--- src/rtl/bk_kbd_if.sv ---
// Keyboard decoder bus: PS/2 byte stream in, bkcore keyboard register side out.
// The master modport is the environment (PS/2 deserializer plus bkcore),
// the slave modport is the decoder itself.
interface bk_kbd_if;
    logic       ps2_valid;
    logic [7:0] ps2_code;
    logic       read_kbd;
    logic       kbd_available;
    logic [7:0] kbd_data;
    logic       kbd_ar2;
    logic       stopkey;
    logic       superkey;
    logic       keydown;
    logic       overrun;

    modport master (
        output ps2_valid, ps2_code, read_kbd,
        input  kbd_available, kbd_data, kbd_ar2, stopkey, superkey, keydown, overrun
    );

    modport slave (
        input  ps2_valid, ps2_code, read_kbd,
        output kbd_available, kbd_data, kbd_ar2, stopkey, superkey, keydown, overrun
    );
endinterface

--- src/rtl/bk_kbd_decoder.sv ---
// PS/2 set-2 scancode decoder feeding the BK-0010 keyboard register.
// Runs the E0/F0/E1 prefix FSM, tracks shift/ctrl/alt, translates makes into
// BK key codes and queues them with the AR2 (alt) bit in a small FIFO.
// bkcore pops the head on a rising read_kbd (sampled on ce); after a pop
// kbd_available stays low for GAP_CE ce ticks with read_kbd low so that bkcore
// always sees a fresh rising edge for the next key.
module bk_kbd_decoder #(
    parameter int FIFO_DEPTH = 4,
    parameter int GAP_CE     = 2
) (
    input  logic     clk,
    input  logic     reset,
    input  logic     ce,
    bk_kbd_if.slave  kbd
);

    localparam int PTR_W = $clog2(FIFO_DEPTH);
    localparam int CNT_W = PTR_W + 1;
    localparam int GAP_W = $clog2(GAP_CE + 1);
    localparam logic [CNT_W-1:0] FULL_CNT  = CNT_W'(FIFO_DEPTH);
    localparam logic [GAP_W-1:0] GAP_START = GAP_W'(GAP_CE);

    typedef enum logic [2:0] {
        ST_IDLE   = 3'd0,
        ST_EXT    = 3'd1,
        ST_BRK    = 3'd2,
        ST_EXTBRK = 3'd3,
        ST_SKIP   = 3'd4
    } state_t;

    // ---------------------------------------------------------------
    // Key translation helpers
    // ---------------------------------------------------------------

    // {hit, 0..25} for the set-2 letter scancodes A..Z
    function automatic logic [5:0] letter_index(input logic [7:0] code);
        logic [5:0] r;
        case (code)
            8'h1C: r = {1'b1, 5'd0};   // A
            8'h32: r = {1'b1, 5'd1};   // B
            8'h21: r = {1'b1, 5'd2};   // C
            8'h23: r = {1'b1, 5'd3};   // D
            8'h24: r = {1'b1, 5'd4};   // E
            8'h2B: r = {1'b1, 5'd5};   // F
            8'h34: r = {1'b1, 5'd6};   // G
            8'h33: r = {1'b1, 5'd7};   // H
            8'h43: r = {1'b1, 5'd8};   // I
            8'h3B: r = {1'b1, 5'd9};   // J
            8'h42: r = {1'b1, 5'd10};  // K
            8'h4B: r = {1'b1, 5'd11};  // L
            8'h3A: r = {1'b1, 5'd12};  // M
            8'h31: r = {1'b1, 5'd13};  // N
            8'h44: r = {1'b1, 5'd14};  // O
            8'h4D: r = {1'b1, 5'd15};  // P
            8'h15: r = {1'b1, 5'd16};  // Q
            8'h2D: r = {1'b1, 5'd17};  // R
            8'h1B: r = {1'b1, 5'd18};  // S
            8'h2C: r = {1'b1, 5'd19};  // T
            8'h3C: r = {1'b1, 5'd20};  // U
            8'h2A: r = {1'b1, 5'd21};  // V
            8'h1D: r = {1'b1, 5'd22};  // W
            8'h22: r = {1'b1, 5'd23};  // X
            8'h35: r = {1'b1, 5'd24};  // Y
            8'h1A: r = {1'b1, 5'd25};  // Z
            default: r = 6'd0;
        endcase
        return r;
    endfunction

    // {hit, 0..9} for the top-row digit scancodes
    function automatic logic [4:0] digit_value(input logic [7:0] code);
        logic [4:0] r;
        case (code)
            8'h45: r = {1'b1, 4'd0};
            8'h16: r = {1'b1, 4'd1};
            8'h1E: r = {1'b1, 4'd2};
            8'h26: r = {1'b1, 4'd3};
            8'h25: r = {1'b1, 4'd4};
            8'h2E: r = {1'b1, 4'd5};
            8'h36: r = {1'b1, 4'd6};
            8'h3D: r = {1'b1, 4'd7};
            8'h3E: r = {1'b1, 4'd8};
            8'h46: r = {1'b1, 4'd9};
            default: r = 5'd0;
        endcase
        return r;
    endfunction

    // {hit, BK code} for a make; ctrl outranks shift on letters
    function automatic logic [8:0] translate_key(input logic [7:0] code, input logic ext,
                                                 input logic shift, input logic ctrl);
        logic [5:0] letter;
        logic [4:0] digit;
        logic [8:0] r;
        letter = letter_index(code);
        digit  = digit_value(code);
        r      = 9'h000;
        if (ext) begin
            case (code)
                8'h6B:   r = {1'b1, 8'h08};  // left
                8'h74:   r = {1'b1, 8'h19};  // right
                8'h75:   r = {1'b1, 8'h1A};  // up
                8'h72:   r = {1'b1, 8'h1B};  // down
                default: r = 9'h000;
            endcase
        end else if (letter[5]) begin
            if (ctrl) begin
                r = {1'b1, 3'b000, letter[4:0] + 5'd1};
            end else if (shift) begin
                r = {1'b1, 8'h61 + {3'b000, letter[4:0]}};
            end else begin
                r = {1'b1, 8'h41 + {3'b000, letter[4:0]}};
            end
        end else if (digit[4]) begin
            // shifted 1..9 drop to 0x21..0x29, '0' stays 0x30 either way
            if (shift && (digit[3:0] != 4'd0)) begin
                r = {1'b1, 4'h2, digit[3:0]};
            end else begin
                r = {1'b1, 4'h3, digit[3:0]};
            end
        end else begin
            case (code)
                8'h29:   r = {1'b1, 8'h20};  // space
                8'h5A:   r = {1'b1, 8'h0A};  // enter
                8'h66:   r = {1'b1, 8'h18};  // backspace
                8'h0D:   r = {1'b1, 8'h09};  // tab
                8'h76:   r = {1'b1, 8'h03};  // esc
                8'h05:   r = {1'b1, 8'h81};  // F1
                8'h06:   r = {1'b1, 8'h82};  // F2
                8'h04:   r = {1'b1, 8'h83};  // F3
                8'h0C:   r = {1'b1, 8'h84};  // F4
                8'h03:   r = {1'b1, 8'h85};  // F5
                default: r = 9'h000;
            endcase
        end
        return r;
    endfunction

    // ---------------------------------------------------------------
    // State
    // ---------------------------------------------------------------
    state_t           state_r;
    logic [2:0]       skip_r;
    logic             shift_r, ctrl_r, alt_r;
    logic             stop_r, super_r, keydown_r;
    logic [8:0]       held_code_r;
    logic [8:0]       mem_r [FIFO_DEPTH];
    logic [PTR_W-1:0] wr_ptr_r, rd_ptr_r;
    logic [CNT_W-1:0] count_r;
    logic [GAP_W-1:0] gap_r;
    logic             read_prev_r;
    logic             avail_r, overrun_r;
    logic [8:0]       head_r;

    // Decoder combinational signals
    state_t           state_next_s;
    logic [2:0]       skip_next_s;
    logic             make_s, break_s, key_ext_s;
    logic [7:0]       key_code_s;
    logic             is_shift_s, is_ctrl_s, is_alt_s, is_stop_s, is_super_s;
    logic [8:0]       trans_s;
    logic             push_req_s;
    logic [8:0]       push_entry_s;

    // FIFO combinational signals
    logic             pop_s, full_s, push_s, drop_s;
    logic [CNT_W-1:0] count_after_pop_s, count_next_s;
    logic [PTR_W-1:0] rd_ptr_next_s;
    logic [8:0]       head_next_s;
    logic [GAP_W-1:0] gap_next_s;
    logic             avail_next_s;

    // Prefix FSM next state and make/break event generation for the current byte
    always_comb begin
        make_s       = 1'b0;
        break_s      = 1'b0;
        key_ext_s    = 1'b0;
        key_code_s   = kbd.ps2_code;
        state_next_s = state_r;
        skip_next_s  = skip_r;
        if (kbd.ps2_valid) begin
            case (state_r)
                ST_IDLE: begin
                    if (kbd.ps2_code == 8'hE0) begin
                        state_next_s = ST_EXT;
                    end else if (kbd.ps2_code == 8'hF0) begin
                        state_next_s = ST_BRK;
                    end else if (kbd.ps2_code == 8'hE1) begin
                        state_next_s = ST_SKIP;
                        skip_next_s  = 3'd7;
                    end else begin
                        make_s = 1'b1;
                    end
                end
                ST_EXT: begin
                    if (kbd.ps2_code == 8'hF0) begin
                        state_next_s = ST_EXTBRK;
                    end else begin
                        make_s       = 1'b1;
                        key_ext_s    = 1'b1;
                        state_next_s = ST_IDLE;
                    end
                end
                ST_BRK: begin
                    break_s      = 1'b1;
                    state_next_s = ST_IDLE;
                end
                ST_EXTBRK: begin
                    break_s      = 1'b1;
                    key_ext_s    = 1'b1;
                    state_next_s = ST_IDLE;
                end
                ST_SKIP: begin
                    // the remaining Pause bytes are swallowed without producing a key
                    if (skip_r <= 3'd1) begin
                        skip_next_s  = 3'd0;
                        state_next_s = ST_IDLE;
                    end else begin
                        skip_next_s  = skip_r - 3'd1;
                        state_next_s = ST_SKIP;
                    end
                end
                default: begin
                    skip_next_s  = 3'd0;
                    state_next_s = ST_IDLE;
                end
            endcase
        end else begin
            state_next_s = state_r;
        end
    end

    assign is_shift_s   = !key_ext_s && ((key_code_s == 8'h12) || (key_code_s == 8'h59));
    assign is_ctrl_s    = (key_code_s == 8'h14);
    assign is_alt_s     = (key_code_s == 8'h11);
    assign is_stop_s    = !key_ext_s && (key_code_s == 8'h07);
    assign is_super_s   = !key_ext_s && (key_code_s == 8'h7E);
    assign trans_s      = translate_key(key_code_s, key_ext_s, shift_r, ctrl_r);
    assign push_req_s   = make_s && trans_s[8] && !is_shift_s && !is_ctrl_s && !is_alt_s
                          && !is_stop_s && !is_super_s;
    assign push_entry_s = {alt_r, trans_s[7:0]};

    // Prefix FSM state register
    always_ff @(posedge clk or posedge reset) begin
        if (reset) begin
            state_r <= ST_IDLE;
            skip_r  <= 3'd0;
        end else begin
            state_r <= state_next_s;
            skip_r  <= skip_next_s;
        end
    end

    // Modifier, status-key and held-key tracking
    always_ff @(posedge clk or posedge reset) begin
        if (reset) begin
            shift_r     <= 1'b0;
            ctrl_r      <= 1'b0;
            alt_r       <= 1'b0;
            stop_r      <= 1'b0;
            super_r     <= 1'b0;
            keydown_r   <= 1'b0;
            held_code_r <= 9'h000;
        end else begin
            if ((make_s || break_s) && is_shift_s) shift_r <= make_s;
            if ((make_s || break_s) && is_ctrl_s)  ctrl_r  <= make_s;
            if ((make_s || break_s) && is_alt_s)   alt_r   <= make_s;
            if ((make_s || break_s) && is_stop_s)  stop_r  <= make_s;
            if ((make_s || break_s) && is_super_s) super_r <= make_s;
            if (push_req_s) begin
                held_code_r <= {key_ext_s, key_code_s};
                keydown_r   <= 1'b1;
            end else if (break_s && ({key_ext_s, key_code_s} == held_code_r)) begin
                keydown_r   <= 1'b0;
            end
        end
    end

    // Pop detection and FIFO bookkeeping; a pop frees a slot for a push in the same clk
    assign pop_s             = ce && kbd.read_kbd && !read_prev_r && (count_r != {CNT_W{1'b0}});
    assign full_s            = (count_r == FULL_CNT);
    assign push_s            = push_req_s && (!full_s || pop_s);
    assign drop_s            = push_req_s && full_s && !pop_s;
    assign count_after_pop_s = pop_s ? (count_r - CNT_W'(1)) : count_r;
    assign count_next_s      = push_s ? (count_after_pop_s + CNT_W'(1)) : count_after_pop_s;
    assign rd_ptr_next_s     = pop_s ? (rd_ptr_r + PTR_W'(1)) : rd_ptr_r;
    // when the queue drains to nothing, the incoming key becomes the head directly
    assign head_next_s       = (count_after_pop_s == {CNT_W{1'b0}}) ? push_entry_s
                                                                     : mem_r[rd_ptr_next_s];

    // Gap counter: restarts on a pop, counts down on ce ticks only while read_kbd is low
    always_comb begin
        gap_next_s = gap_r;
        if (pop_s) begin
            gap_next_s = GAP_START;
        end else if (ce && !kbd.read_kbd && (gap_r != {GAP_W{1'b0}})) begin
            gap_next_s = gap_r - GAP_W'(1);
        end else begin
            gap_next_s = gap_r;
        end
    end

    assign avail_next_s = (count_next_s != {CNT_W{1'b0}}) && (gap_next_s == {GAP_W{1'b0}});

    // FIFO storage and pointers
    always_ff @(posedge clk or posedge reset) begin
        if (reset) begin
            for (int i = 0; i < FIFO_DEPTH; i++) begin
                mem_r[i] <= 9'h000;
            end
            wr_ptr_r <= {PTR_W{1'b0}};
            rd_ptr_r <= {PTR_W{1'b0}};
            count_r  <= {CNT_W{1'b0}};
        end else begin
            if (push_s) begin
                mem_r[wr_ptr_r] <= push_entry_s;
                wr_ptr_r        <= wr_ptr_r + PTR_W'(1);
            end
            rd_ptr_r <= rd_ptr_next_s;
            count_r  <= count_next_s;
        end
    end

    // Read strobe history, gap counter and registered head/status outputs
    always_ff @(posedge clk or posedge reset) begin
        if (reset) begin
            read_prev_r <= 1'b0;
            gap_r       <= {GAP_W{1'b0}};
            avail_r     <= 1'b0;
            head_r      <= 9'h000;
            overrun_r   <= 1'b0;
        end else begin
            if (ce) read_prev_r <= kbd.read_kbd;
            gap_r   <= gap_next_s;
            avail_r <= avail_next_s;
            head_r  <= head_next_s;
            if (pop_s) begin
                overrun_r <= 1'b0;
            end else if (drop_s) begin
                overrun_r <= 1'b1;
            end
        end
    end

    assign kbd.kbd_available = avail_r;
    assign kbd.kbd_data      = head_r[7:0];
    assign kbd.kbd_ar2       = head_r[8];
    assign kbd.stopkey       = stop_r;
    assign kbd.superkey      = super_r;
    assign kbd.keydown       = keydown_r;
    assign kbd.overrun       = overrun_r;

endmodule

--- src/flat_wrapper.sv ---
// flat-port wrapper written by rule: the top's interface ports become plain ports
module bk_kbd_decoder_flat 
#(
    parameter int FIFO_DEPTH = 4,
    parameter int GAP_CE     = 2
)
  (clk, reset, ce, kbd_ps2_valid, kbd_ps2_code, kbd_read_kbd, kbd_kbd_available, kbd_kbd_data, kbd_kbd_ar2, kbd_stopkey, kbd_superkey, kbd_keydown, kbd_overrun);
  bk_kbd_if kbd_i ();
  input  logic clk;
  input  logic reset;
  input  logic ce;
  input wire logic [$bits(kbd_i.ps2_valid)-1:0] kbd_ps2_valid;
  input wire logic [$bits(kbd_i.ps2_code)-1:0] kbd_ps2_code;
  input wire logic [$bits(kbd_i.read_kbd)-1:0] kbd_read_kbd;
  output wire logic [$bits(kbd_i.kbd_available)-1:0] kbd_kbd_available;
  output wire logic [$bits(kbd_i.kbd_data)-1:0] kbd_kbd_data;
  output wire logic [$bits(kbd_i.kbd_ar2)-1:0] kbd_kbd_ar2;
  output wire logic [$bits(kbd_i.stopkey)-1:0] kbd_stopkey;
  output wire logic [$bits(kbd_i.superkey)-1:0] kbd_superkey;
  output wire logic [$bits(kbd_i.keydown)-1:0] kbd_keydown;
  output wire logic [$bits(kbd_i.overrun)-1:0] kbd_overrun;
  assign kbd_i.ps2_valid = kbd_ps2_valid;
  assign kbd_i.ps2_code = kbd_ps2_code;
  assign kbd_i.read_kbd = kbd_read_kbd;
  assign kbd_kbd_available = kbd_i.kbd_available;
  assign kbd_kbd_data = kbd_i.kbd_data;
  assign kbd_kbd_ar2 = kbd_i.kbd_ar2;
  assign kbd_stopkey = kbd_i.stopkey;
  assign kbd_superkey = kbd_i.superkey;
  assign kbd_keydown = kbd_i.keydown;
  assign kbd_overrun = kbd_i.overrun;
  bk_kbd_decoder #(.FIFO_DEPTH(FIFO_DEPTH), .GAP_CE(GAP_CE)) u_core (.clk(clk), .reset(reset), .ce(ce), .kbd(kbd_i));
endmodule
--- config.mk ---
export PLATFORM = sky130hd
export DESIGN_NAME = bk_kbd_decoder_flat
export DESIGN_NICKNAME = d
export VERILOG_FILES = /design/src/rtl/bk_kbd_if.sv /design/src/rtl/bk_kbd_decoder.sv /design/src/flat_wrapper.sv
export SDC_FILE = /design/constraint.sdc
export NUM_CORES = 1
export LEC_CHECK = 0
export CAP_MARGIN = 10
export CORE_MARGIN = 8
export CORE_UTILIZATION = 50
export DETAILED_ROUTE_END_ITERATION = 16
export PLACE_DENSITY = 0.68
export SLEW_MARGIN = 10
export SYNTH_ARGS = -nofsm -noshare
export SYNTH_HDL_FRONTEND = slang
export SYNTH_SLANG_ARGS = --single-unit
--- constraint.sdc ---
create_clock -name clk -period 5.5 [get_ports clk]
set_input_delay 1.1 -clock clk [delete_from_list [all_inputs] [get_ports clk]]
set_output_delay 1.1 -clock clk [all_outputs]
set_load 0.02 [all_outputs]
=== Yosys cells after proc, flatten, opt, wreduce, memory -nomap -nowiden ===
Memories as Yosys holds them, arrays and structs flattened.
Index checks and enable logic that the tools add are counted.

* Register bits after elaboration: 78
* Bits in latches: 0
* Bits in writable memories: 0
* Memory bits (read-only): 768
* Input bits: 13
* Word-level logic and storage cells: 180
* Memories kept: 1

* $add $sub $neg: 9
* Multiply operators: 0
* Divide/modulo/power cells: 0
* Magnitude comparators: 4
* Equal/unequal tests: 43
* Shift operators: 0
* Mux-type cells: 47
* Bitwise gates (word level): 3
* Reductions and logical operators: 52

{| class="wikitable"
|+ Memory list
! name !! words !! width !! read ports !! clocked after memory_dff !! wr ports !! line !! RTL
|-
| (no name shown) || 128 || 6 || 1 || 0 || 0 || bk_kbd_decoder.sv:38 || <nowiki>case (code)</nowiki>
|}

{| class="wikitable"
|+ Operators with widths
! kind !! count
|-
| 9-bit one-hot mux with 10 select lines || 1
|-
| 8-bit by 7-bit == test with 1-bit output (second input constant) || 11
|-
| 9-bit two-way mux || 8
|-
| 8-bit by 6-bit == test with 1-bit output (second input constant) || 7
|-
| 5-bit one-hot mux with 10 select lines || 1
|-
| 8-bit by 5-bit == test with 1-bit output (second input constant) || 5
|-
| 36-bit bitwise mux || 1
|-
| 9-bit one-hot mux with 4 select lines || 1
|-
| 8-bit by 3-bit == test with 1-bit output (second input constant) || 4
|-
| 3-bit two-way mux || 10
|-
| 1-bit logical AND || 26
|-
| 8-bit == test (second input constant) || 3
|-
| 9-bit binary-select mux with 2-bit select || 1
|-
| 9-bit demux with 2-bit select || 1
|-
| 3-bit one-hot mux with 3 select lines || 2
|-
| 7-bit by 5-bit adder with 8-bit output (first input constant) || 2
|-
| 8-bit by 4-bit == test with 1-bit output (second input constant) || 2
|-
| 1-bit two-way mux || 12
|-
| 1-bit logical NOT || 10
|-
| 9-bit == test || 1
|-
| 8-bit by 2-bit == test with 1-bit output (second input constant) || 1
|-
| 2-bit two-way mux || 4
|-
| 8-bit two-way mux || 1
|-
| 3-bit by 2-bit == test with 1-bit output (second input constant) || 2
|-
| other kinds (28) || 41
|}

=== Depth between registers and ports, before layout ===
Gate-level depths: netlist of run 1.

* Depth in word-level cells: 18
* Gate-level depth with buffers: 13
* Gate-level depth less buffers: 13

=== Least setup slack after synthesis of run 1 ===
OpenSTA, ideal clock, no wires.

* Path kind: input to register
* Start: in kbd_ps2_code[2]
* End: reg u_core.mem_r[18] (netlist bit)
* Arrival: 3.480 ns
* Setup slack: 1.895 ns
* Cell stages on the path: 12
* Path buffers: 2
* Path through: buf_2 -> inv_1 -> ha_1 -> nor2b_1 -> a32o_1 -> a311o_1 -> a311oi_1 -> a31oi_4 -> o21a_4 -> buf_12 -> nand2_8 -> mux2_4

* Longest elaborated chain between the ends: 13
* Elaborated cells between the ends (all ways): 73
* Those cells by class: add/sub (3); eq/ne (33); mux (19); reduce/logical (17); memory (1)

{| class="wikitable"
|+ Ends and longest elaborated chain
! element !! line !! RTL
|-
| start: declaration || flat_wrapper.sv:13 || <nowiki>input wire logic [$bits(kbd_i.ps2_code)-1:0] kbd_ps2_code;</nowiki>
|-
| branches (longest 13 deep; another with 7-bit by 5-bit adder with 8-bit output) || - ||
|-
| end signal: indexed assignment || bk_kbd_decoder.sv:316 || <nowiki>mem_r[wr_ptr_r] <= push_entry_s;</nowiki>
|-
| end: declaration || bk_kbd_decoder.sv:147 || <nowiki>logic [8:0] mem_r [FIFO_DEPTH];</nowiki>
|}

Several ways; the timed one is not identified.
A chain may end at the register's enable or synchronous reset.

=== Final worst setup path of run 1 ===
* Start: in kbd_ps2_code[7]
* End: reg u_core.mem_r[0] (netlist bit)

* Longest elaborated chain between the ends: 13
* Elaborated cells between the ends (all ways): 72
* Those cells by class: add/sub (3); eq/ne (33); mux (19); reduce/logical (17)

{| class="wikitable"
|+ Ends and longest elaborated chain
! element !! line !! RTL
|-
| 8-bit == test (on tied branches) || bk_kbd_decoder.sv:188, bk_kbd_decoder.sv:186, bk_kbd_decoder.sv:196 ||
|-
| 1-bit two-way mux (on tied branches) || bk_kbd_decoder.sv:188, bk_kbd_decoder.sv:196 ||
|-
| 1-bit two-way mux / 1-bit one-hot mux with 2 select lines (equally long branches) || bk_kbd_decoder.sv:186, bk_kbd_decoder.sv:182 ||
|-
| 1-bit two-way mux (on tied branches) || bk_kbd_decoder.sv:184, bk_kbd_decoder.sv:181 ||
|-
| 1-bit one-hot mux with 2 select lines / 1-bit logical NOT (equally long branches) || - ||
|-
| 1-bit two-way mux / 1-bit logical AND (equally long branches) || bk_kbd_decoder.sv:181, bk_kbd_decoder.sv:233 ||
|-
| 1-bit logical AND / 1-bit logical NOT (equally long branches) || bk_kbd_decoder.sv:239 || <nowiki>assign push_req_s = make_s && trans_s[8] && !is_shift_s && !is_ctrl_s && !is_alt_s</nowiki>
|-
| 1-bit logical AND (3 in a row) || bk_kbd_decoder.sv:239 ||
|-
| 1-bit logical AND (2 in a row) || bk_kbd_decoder.sv:240 || <nowiki>&& !is_stop_s && !is_super_s;</nowiki>
|-
| 1-bit logical AND || bk_kbd_decoder.sv:282 || <nowiki>assign push_s = push_req_s && (!full_s || pop_s);</nowiki>
|}

Several ways; a longest one is shown, not always the timed one.

==> results.ini, run 1 <==
[timing]
post-route-period-util_pct=79.3
whs_ns=0.501
worstMarginPinSlew_ns=1.12
rsz0062_at_grt=false
setup_tns_ns=0
hold_viol=0
maxSlewHeadroom_pct=24.8
setup_violations=0
fmax_mhz=229
finalClockSkew_ns=0.00928
drv_slew=0
fin_crit_ns=4.36

[logic_synthesis]
syn_nets=536
synth_warnings=0
ys_seq_area_share_pct=37.8
ys.flop_type=dfrtp_1
async_flop_share_pct=100
synth_area_per_cell_sq_um=10.1
synth-seq-cells=78
yosysUniqueCellTypes=76
synth_cells=510
synth_edf_count=0
syn_area_sq_um=5170

[setup_path]
arrival_ns=4.59
cp-start-kind=primary input
worst_setup_path_end_kind=flop
worstPathRequired_ns=5.73
cp_max_fo=15
critical-path-max-stage-delay_ns=0.87
cpMaxStageDelayCell=clkdlybuf4s50_1
path_cells=clkdlybuf4s50_1 > nand4bb_1 > o311ai_4 > a21oi_2 > a311oi_1 > a31oi_4 > o21a_4 > nand2_2 > mux2_2
path_class=primary input to flop

[power_and_ir_drop]
peakVddDrop_uv=168
p_per_area_nw_per_um2=352
p_leak_nw=2.48

[clock_network]
cts_setup_buffers=0
clock_latency_ns=0.34
clk_pin_slew_ns=0.08
cts_sinks=78
clock_path_buffers=2
htreeDepth=3
cts_resized=0
cts_tree=yes
cts_root_buffer=clkbuf_8
cts_hold_buf=0
cts_made_buffers=9

[placement]
dp_hpwl_um=8890
io_buffer_count=26
gp_congestion=0.971

[finish]
layout_commonest_cell=dfrtp_1
final_cell_mix=dfrtp_1, mux2_2, o21ai_0, nand2_1, nor2_1
nNetsFinal=559
drive_above_1_share_pct=19.5
area_growth_pct=11.4
final-seq-area_sq_um=1950
n_antenna_cell=0
multi_input_area_sq_um=2960
fill_cells=912

[floorplanning]
coreArea_sq_um=10200
ioPinCount=27
die-height_um=118
start_util_pct=50.8
die_w_um=118
core.rowCount=37
die_area_sq_um=13800

[grt]
grt-ovfl-total=0
antenna_found_initial=0
grt_usage_pct=18.3
grt_pass1_vias=4031
grt_pass1_wl_um=21000
grt_start_max_net_pins=79

[drt]
route.detailed.drc=0
first_iter_violations=412
viasPerCell=6.08
wl_per_cell_um=18.7
drtAntennaViolNets=0
num_vias=4100
routed_wl_um=12600
dr.pass1.iters=5

[flow_run]
cap_violations=0

[worst_hold_path]
hp-class=flop to flop

[status]
status=finished clean

==> worst paths after layout <==
path	from	end	slack (ns)	cells after the start
max	kbd_ps2_code[7]	u_core.mem_r[0]	1.14	9
min reg2reg	u_core.kbd.overrun	u_core.kbd.overrun	0.50	2
max in group asynchronous	reset	u_core.skip_r[0]	3.47	3
min	u_core.kbd.overrun	u_core.kbd.overrun	0.50	2
min in group asynchronous	reset	u_core.kbd.overrun	1.37	3
max reg2reg	u_core.count_r[0]	u_core.head_r[3]	2.36	9
==> through the flow <==
stage	worst slack (ns)	util, %	cells	power (W)	instance area (sq um)
CTS	1.21	56.5	674	0.00205	5760
global placement	0.913	54.7	658	0.00158	5570
floorplan	1.90	-	510	0.00140	5170
finish	1.14	56.5	674	0.00203	5760
detailed placement	0.849	54.7	658	0.00162	5570
global route	1.02	56.5	674	0.00216	5760
==> layout make-up <==
cell class / instances / area share [%]
multi-input cells: 376 / 51.5
flip-flops and latches: 78 / 33.9
repair buffers: 43 / 6.73
well taps: 136 / 2.95
clock buffers: 11 / 2.28
inverters: 25 / 1.65
clock inverters: 5 / 1.02
==> worst max-delay path, delay by kind of cell <==
family / cells / cell delay (ns)
multiplexers: 1 / 0.37
AND/OR/NAND/NOR: 2 / 0.68
buffers and inverters: 1 / 0.87
AO/OA/AOI/OAI: 5 / 1.54
==> sequential cells by signal, summed over array words and instances (netlist names) <==
signal                    flops
u_core.kbd.keydown            1
u_core.count_r                3
u_core.ctrl_r                 1
u_core.wr_ptr_r               2
u_core.kbd.stopkey            1
u_core.head_r                 9
u_core.mem_r                 36
u_core.held_code_r            9
u_core.state_r                3
u_core.kbd.kbd_available      1
u_core.kbd.superkey           1
u_core.skip_r                 3
u_core.alt_r                  1
u_core.rd_ptr_r               2
u_core.gap_r                  2
u_core.kbd.overrun            1
u_core.shift_r                1
u_core.read_prev_r            1
==> Yosys cell counts (9+ instances only) <==
library cell | n | area share [%]
buf_2 | 16 | 1.5
xnor2_1 | 11 | 1.9
a21oi_1 | 19 | 1.8
nand2b_1 | 13 | 1.6
nand3_1 | 12 | 1.2
dfrtp_1 | 78 | 38
ha_1 | 13 | 3.1
xor2_1 | 14 | 2.4
nor2b_1 | 17 | 2.1
o21ai_0 | 32 | 3.1
nand2_1 | 32 | 2.3
clkbuf_1 | 11 | 0.80
nor2_1 | 28 | 2.0
mux4_2 | 9 | 3.9
mux2_2 | 39 | 8.5
nor3_1 | 11 | 1.1
inv_1 | 25 | 1.8
==> kinds of logic (layout without fill, tap and decap cells) <==
| logic type | count (synthesis) | count (layout) | share of synthesized area (%) |
|---|---|---|---|
| AOI/OAI and AO/OA | 115 | 115 | 16.4 |
| xor gates and xnor gates | 25 | 25 | 4.24 |
| adders and majority gates | 14 | 14 | 3.34 |
| buffers and inverters | 56 | 84 | 4.91 |
| DFF | 78 | 78 | 37.8 |
| muxes | 60 | 60 | 15.4 |
| and+or+nand+nor | 162 | 162 | 17.9 |
==> layer usage <==
layer / up-vias / global-route usage [%] / wire [um]
li1: 1925 / - / -
met5: - / 0 / 0
met3: 20 / 3.41 / 750
met2: 168 / 28.4 / 5940
met4: 0 / 6.97 / 220
met1: 1987 / 24.9 / 5690
==> report_power, final <==
part / total, W / switching, W / leakage [nW] / internal (W)
Clock: 0.000424 / 0.000213 / 0.0899 / 0.000211
Combinational: 0.000775 / 0.000396 / 1.38 / 0.000379
Sequential: 0.000826 / 0.0000977 / 1.01 / 0.000729
Note: power is estimated with default switching activity, not from simulation.
==> inputs of run 2 (changes only) <==
clock period = 4.04 ns   (was 5.5 ns; I/O delays follow)
==> run 2 against run 1 <==
Net effect: combinational power grew 39%; critical path type unchanged; largest power group unchanged; hold slack gained 0.011 ns; clock power grew 37%; die area is the same; design area grew 4.0%; clock skew shrank 0.0012 ns; first-iteration DRC count shrank 6.1%; global-route usage is essentially flat; register-to-register slack lost 1.4 ns; routed wire length grew 1.3%; non-clock buffer count grew 26; sequential cell count is the same.
==> results.ini, run 2 (same netlist as run 1, synthesis figures left out) <==
[setup_path]
critical-path-max-stage-delay_ns=0.62  ; -0.25 ns
reg2reg_to=u_core.kbd.kbd_available
cpMaxStageDelayCell=clkdlybuf4s50_1
cp-start-kind=primary input
cp_max_fo=17  ; +2
worstPathRequired_ns=4.23  ; -1.50 ns
r2r_cells=12  ; +3
path_cells=clkdlybuf4s50_1 > buf_4 > nor2b_1 > a32oi_1 > o211ai_1 > ha_1 > xor2_1 > o21ai_0 > buf_4 > o31ai_1
path_class=primary input to flop
worst_path_most_repeated_cell=buf_4
crit_buf_inv=3  ; +2
r2r_start=u_core.count_r[0]
r2r_slack_ns=0.98  ; -1.38 ns
arrival_ns=3.90  ; -0.69 ns
worst_setup_path_end_kind=flop
critical_path.top_delay_family=compound AO/OA/AOI/OAI gates

[timing]
worstMarginPinSlew_ns=0.903  ; -0.220 ns
setup_tns_ns=0  ; unchanged
drv_slew=0  ; unchanged
setup_violations=0  ; unchanged
hold_viol=0  ; unchanged
fin_crit_ns=3.72
maxSlewHeadroom_pct=39.8  ; +15 points
layout_setup_ws_ns=0.323  ; -0.817 ns
post-route-period-util_pct=92.0
finalClockSkew_ns=0.00811  ; -0.00117 ns
rsz0062_at_grt=false
whs_ns=0.512  ; +0.0109 ns
fmax_mhz=269

[finish]
n_antenna_cell=0  ; unchanged
layoutNonFillerInstCount=700  ; +3.9%
drive_above_1_share_pct=23.4  ; +3.9 points
area_growth_pct=15.8
layout_commonest_cell=dfrtp_1
largest_registers=u_core.mem_r: 36 flops, u_core.head_r: 9 flops, u_core.held_code_r: 9 flops
largest_reg_flops=36  ; unchanged
final_cell_mix=dfrtp_1, buf_4, mux2_2
top_register=u_core.mem_r
nNetsFinal=585  ; +4.7%

[status]
status=finished clean

[power_and_ir_drop]
p_sw_w=0.000967  ; +37%
power.share.sequential_pct=40.4  ; -0.4 points
p_leak_nw=2.62  ; +5.8%
power_frac_clock_pct=20.9  ; about the same
p_per_area_nw_per_um2=466  ; +32%
peakVddDrop_uv=272  ; +62%
intPower_w=0.00182  ; +38%
power_frac_comb_pct=38.8  ; +0.5 points
p_sw_share_pct=34.7  ; -0.20 points

[clock_network]
cts_sinks=78  ; unchanged
clock_latency_ns=0.34  ; about the same
cts_root_buffer=clkbuf_8
cts_tree=yes
clock_path_buffers=2  ; unchanged
htreeDepth=3  ; unchanged
cts_resized=0  ; unchanged
clk_pin_slew_ns=0.08  ; about the same
cts_setup_buffers=0  ; unchanged
cts_made_buffers=9  ; unchanged
cts_hold_buf=0  ; unchanged

[drt]
wl_per_cell_um=18.2  ; -2.4%
drtAntennaViolNets=0  ; unchanged
routed_wl_um=12800  ; +1.3%
route.detailed.drc=0  ; unchanged
first_iter_violations=387  ; -6.1%
viasPerCell=6.02  ; -1.1%
num_vias=4212  ; +2.7%
dr.pass1.iters=5  ; unchanged

[placement]
placed_cells=684  ; +4.0%
io_buffer_count=26  ; unchanged
dp_hpwl_um=9280  ; +4.4%
pre_cts_slack_ns=0.104  ; -0.746 ns
gp_congestion=0.978  ; +0.76%

[floorplanning]
core.rowCount=37  ; unchanged
coreArea_sq_um=10200  ; unchanged
ioPinCount=27  ; unchanged
die_area_sq_um=13800  ; unchanged
die-height_um=118  ; unchanged
die_w_um=118  ; unchanged
start_util_pct=50.8  ; unchanged

[worst_hold_path]
hp-start=u_core.mem_r[0]
hp-class=flop to flop
min_path_cells=1  ; -1
min_to=u_core.mem_r[0]

[grt]
grt_usage_pct=18.3  ; about the same
grt_pass1_vias=4221  ; +4.7%
grt-ovfl-total=0  ; unchanged
grt_pass1_wl_um=21100  ; +0.85%
grt_start_max_net_pins=54  ; -32%
antenna_found_initial=0  ; unchanged

[flow_run]
cap_violations=0  ; unchanged

run 2: cell types whose count changed in the layout (fill, tap and decap cells not counted), sizes merged:
cell and delta:
clkbuf -1, clkinv +3, buf +26, clkinvlp -2
run 2: cell type report:
class	instances	area [sq um]
fillers	854	4200
multi-input cells	376	2960
flip-flops and latches	78	1950
repair buffers	69	608
well taps	136	170
clock buffers	10	128
inverters	25	95.1
clock inverters	6	70.1
run 2: how the worst max path moves through the flow:
stage                    start                to  slack (ns)  depth (start not counted)
2_1_floorplan  kbd_ps2_code[2]  u_core.mem_r[18]        0.73                         12
3_3_place_gp   kbd_ps2_code[1]  u_core.head_r[2]        0.12                         10
3_5_place_dp   kbd_ps2_code[1]  u_core.mem_r[34]        0.10                          9
4_1_cts        kbd_ps2_code[1]  u_core.mem_r[34]        0.46                          9
5_1_grt        kbd_ps2_code[1]  u_core.head_r[3]        0.25                         11
6_report       kbd_ps2_code[1]  u_core.head_r[2]        0.32                         10
run 2: stage by stage:
step	utilization (%)	area [sq um]	total power [W]
floorplan	-	5170	0.00190
global placement	56.8	5790	0.00219
detailed placement	56.8	5790	0.00222
CTS	58.8	5990	0.00282
global route	58.8	5990	0.00297
finish	58.8	5990	0.00279
run 2: power groups by stage:
stage               logic (W)  registers (W)  clock network (W)
floorplan            0.000772        0.00113                  0
global placement      0.00106        0.00113                  0
detailed placement    0.00108        0.00114                  0
CTS                   0.00109        0.00112           0.000601
global route          0.00119        0.00115           0.000635
finish                0.00108        0.00113           0.000582
run 2: routing by layer:
metal | vias to the layer above | share of wire (%) | GRT usage (%)
met5 | - | 0 | 0
li1 | 1973 | - | -
met4 | 0 | 2.7 | 6.89
met3 | 32 | 6.4 | 4.36
met2 | 154 | 46 | 28.8
met1 | 2053 | 45 | 23.9
==> inputs of run 3 (changes only) <==
CTS_CLUSTER_SIZE = 20   (was not set)
clock period = 4 ns   (was 4.04 ns; I/O delays follow)
==> run 3 against run 2 <==
Net effect: clock skew barely moved; critical path type unchanged; register-to-register slack improved by 0.12 ns; sequential power barely moved; clock power rose by 1%; combinational power barely moved; die area did not move; critical endpoint is now u_core.mem_r[16]; worst setup slack improved by 0.11 ns; total power rose by 1.8%; highest routed layer unchanged; core utilization rose by 0.32 points.
==> results.ini, run 3 (same netlist as run 1, synthesis figures left out) <==
[timing]
fin_crit_ns=3.57
setup_tns_ns=0  ; unchanged
rsz0062_at_grt=false
maxSlewHeadroom_pct=42.8  ; +3.0 points
drv_slew=0  ; unchanged
hold_viol=0  ; unchanged
post-route-period-util_pct=89.1
worstMarginPinSlew_ns=0.857  ; -0.0462 ns
fmax_mhz=280
finalClockSkew_ns=0.00829  ; +0.000177 ns
setup_violations=0  ; unchanged

[finish]
layout_commonest_cell=dfrtp_1
final_cell_mix=dfrtp_1, buf_4, mux2_2
largest_reg_flops=36  ; unchanged
top_register=u_core.mem_r
largest_registers=u_core.mem_r: 36 flops, u_core.head_r: 9 flops, u_core.held_code_r: 9 flops
fill_cells=881  ; +3.2%
nNetsFinal=589  ; +0.68%
layoutNonFillerInstCount=704  ; +0.57%
area_growth_pct=16.4
drive_above_1_share_pct=24.1  ; +0.72 points
n_antenna_cell=0  ; unchanged

[setup_path]
cp_max_fo=13  ; -4
worstPathRequired_ns=4.24  ; about the same
cp-start-kind=primary input
worst_setup_path_end_kind=flop
path_class=primary input to flop
arrival_ns=3.80  ; -0.10 ns

[floorplanning]
start_util_pct=50.8  ; unchanged
die_w_um=118  ; unchanged
die_area_sq_um=13800  ; unchanged
coreArea_sq_um=10200  ; unchanged
ioPinCount=27  ; unchanged
die-height_um=118  ; unchanged
core.rowCount=37  ; unchanged

[clock_network]
clock_path_buffers=2  ; unchanged
cts_setup_buffers=0  ; unchanged
cts_tree=yes
cts_made_buffers=9  ; unchanged
cts_hold_buf=0  ; unchanged
cts_resized=0  ; unchanged
cts_sinks=78  ; unchanged
clk_pin_slew_ns=0.09  ; about the same
htreeDepth=3  ; unchanged
clock_latency_ns=0.35  ; about the same
cts_root_buffer=clkbuf_8

[placement]
dp_hpwl_um=9370  ; +1.0%
placed_cells=688  ; +0.58%
gp_congestion=1.02  ; +4.0%
io_buffer_count=26  ; unchanged

[drt]
first_iter_violations=369  ; -4.7%
routed_wl_um=12900  ; +0.76%
drtAntennaViolNets=0  ; unchanged
viasPerCell=6.08  ; +1.0%
route.detailed.drc=0  ; unchanged
wl_per_cell_um=18.3  ; +0.19%
dr.pass1.iters=6  ; +1
num_vias=4280  ; +1.6%

[power_and_ir_drop]
power.total_w=0.00284  ; +1.8%
peakVddDrop_uv=229  ; -16%
p_leak_nw=2.64  ; +0.79%
p_per_area_nw_per_um2=471  ; +1.2%

[grt]
antenna_found_initial=0  ; unchanged
grt_pass1_vias=4270  ; +1.2%
grt_start_max_net_pins=50  ; -7.4%
grt-ovfl-total=0  ; unchanged
grt_usage_pct=18.9  ; +0.58 points
grt_pass1_wl_um=21600  ; +2.3%

[worst_hold_path]
hp-class=flop to flop

[status]
status=finished clean

[flow_run]
cap_violations=0  ; unchanged

[run 3: changes by cell type in the layout (fill, tap and decap cells not counted)]
cell,delta
clkinv_4,-2
clkinv_2,-1
inv_8,+3
bufinv_16,-1
clkinv_8,+1
buf_4,+4
inv_6,+1
clkbuf_1,-1
[run 3: where the power goes]
group	switching, W	internal (W)
Sequential	0.000135	0.00100
Combinational	0.000562	0.000548
Clock	0.000341	0.000249
[run 3: final cells by class]
cell class	instances	area [sq um]	area share, %
Clock buffer	9	124	2.06
Clock inverter	7	76.3	1.27
Tap cell	136	170	2.83
Timing Repair Buffer	73	638	10.6
Sequential cell	78	1950	32.4
Inverter	25	95.1	1.58
Multi-Input combinational cell	376	2960	49.2
[run 3: metal layers]
metal / track usage (%) / part of all wire (%) / vias up / wire, um
met2: 30.2 / 47 / 151 / 6060
met1: 24.4 / 45 / 2120 / 5840
li1: - / - / 1983 / -
met3: 4.17 / 5.1 / 26 / 652
met5: 0 / 0 / - / 0
met4: 7.37 / 2.4 / 0 / 314
[run 3: worst paths after layout]
kind	startpoint	end	slack, ns	cells after the start
setup reg to reg	u_core.count_r[0]	u_core.kbd.kbd_available	1.10	13
hold reg to reg	u_core.kbd.overrun	u_core.kbd.overrun	0.50	2
min in group asynchronous	reset	u_core.held_code_r[2]	0.91	2
max in group asynchronous	reset	u_core.mem_r[1]	2.36	3
setup / recovery	kbd_ps2_code[1]	u_core.mem_r[16]	0.43	11
hold / removal	u_core.kbd.overrun	u_core.kbd.overrun	0.50	2
[run 3: worst max-delay path, cell delays in order]
cell	delay (ns)
clkdlybuf4s50_1	0.61
buf_4	0.26
nand2_1	0.14
o211a_1	0.15
a311o_1	0.42
a311oi_1	0.34
buf_4	0.18
a31oi_4	0.10
o21a_4	0.20
nand2_2	0.23
mux2_2	0.37
[run 3: per-stage QoR]
stage / setup slack (ns) / area [sq um] / hold WS (ns) / util, %
2_1_floorplan: 0.695 / 5170 / 0.461 / -
3_3_place_gp: 0.174 / 5820 / 0.476 / 57.1
3_5_place_dp: 0.0999 / 5820 / 0.484 / 57.1
4_1_cts: 0.461 / 6020 / 0.508 / 59.1
5_1_grt: 0.317 / 6020 / 0.526 / 59.1
6_report: 0.435 / 6020 / 0.498 / 59.1
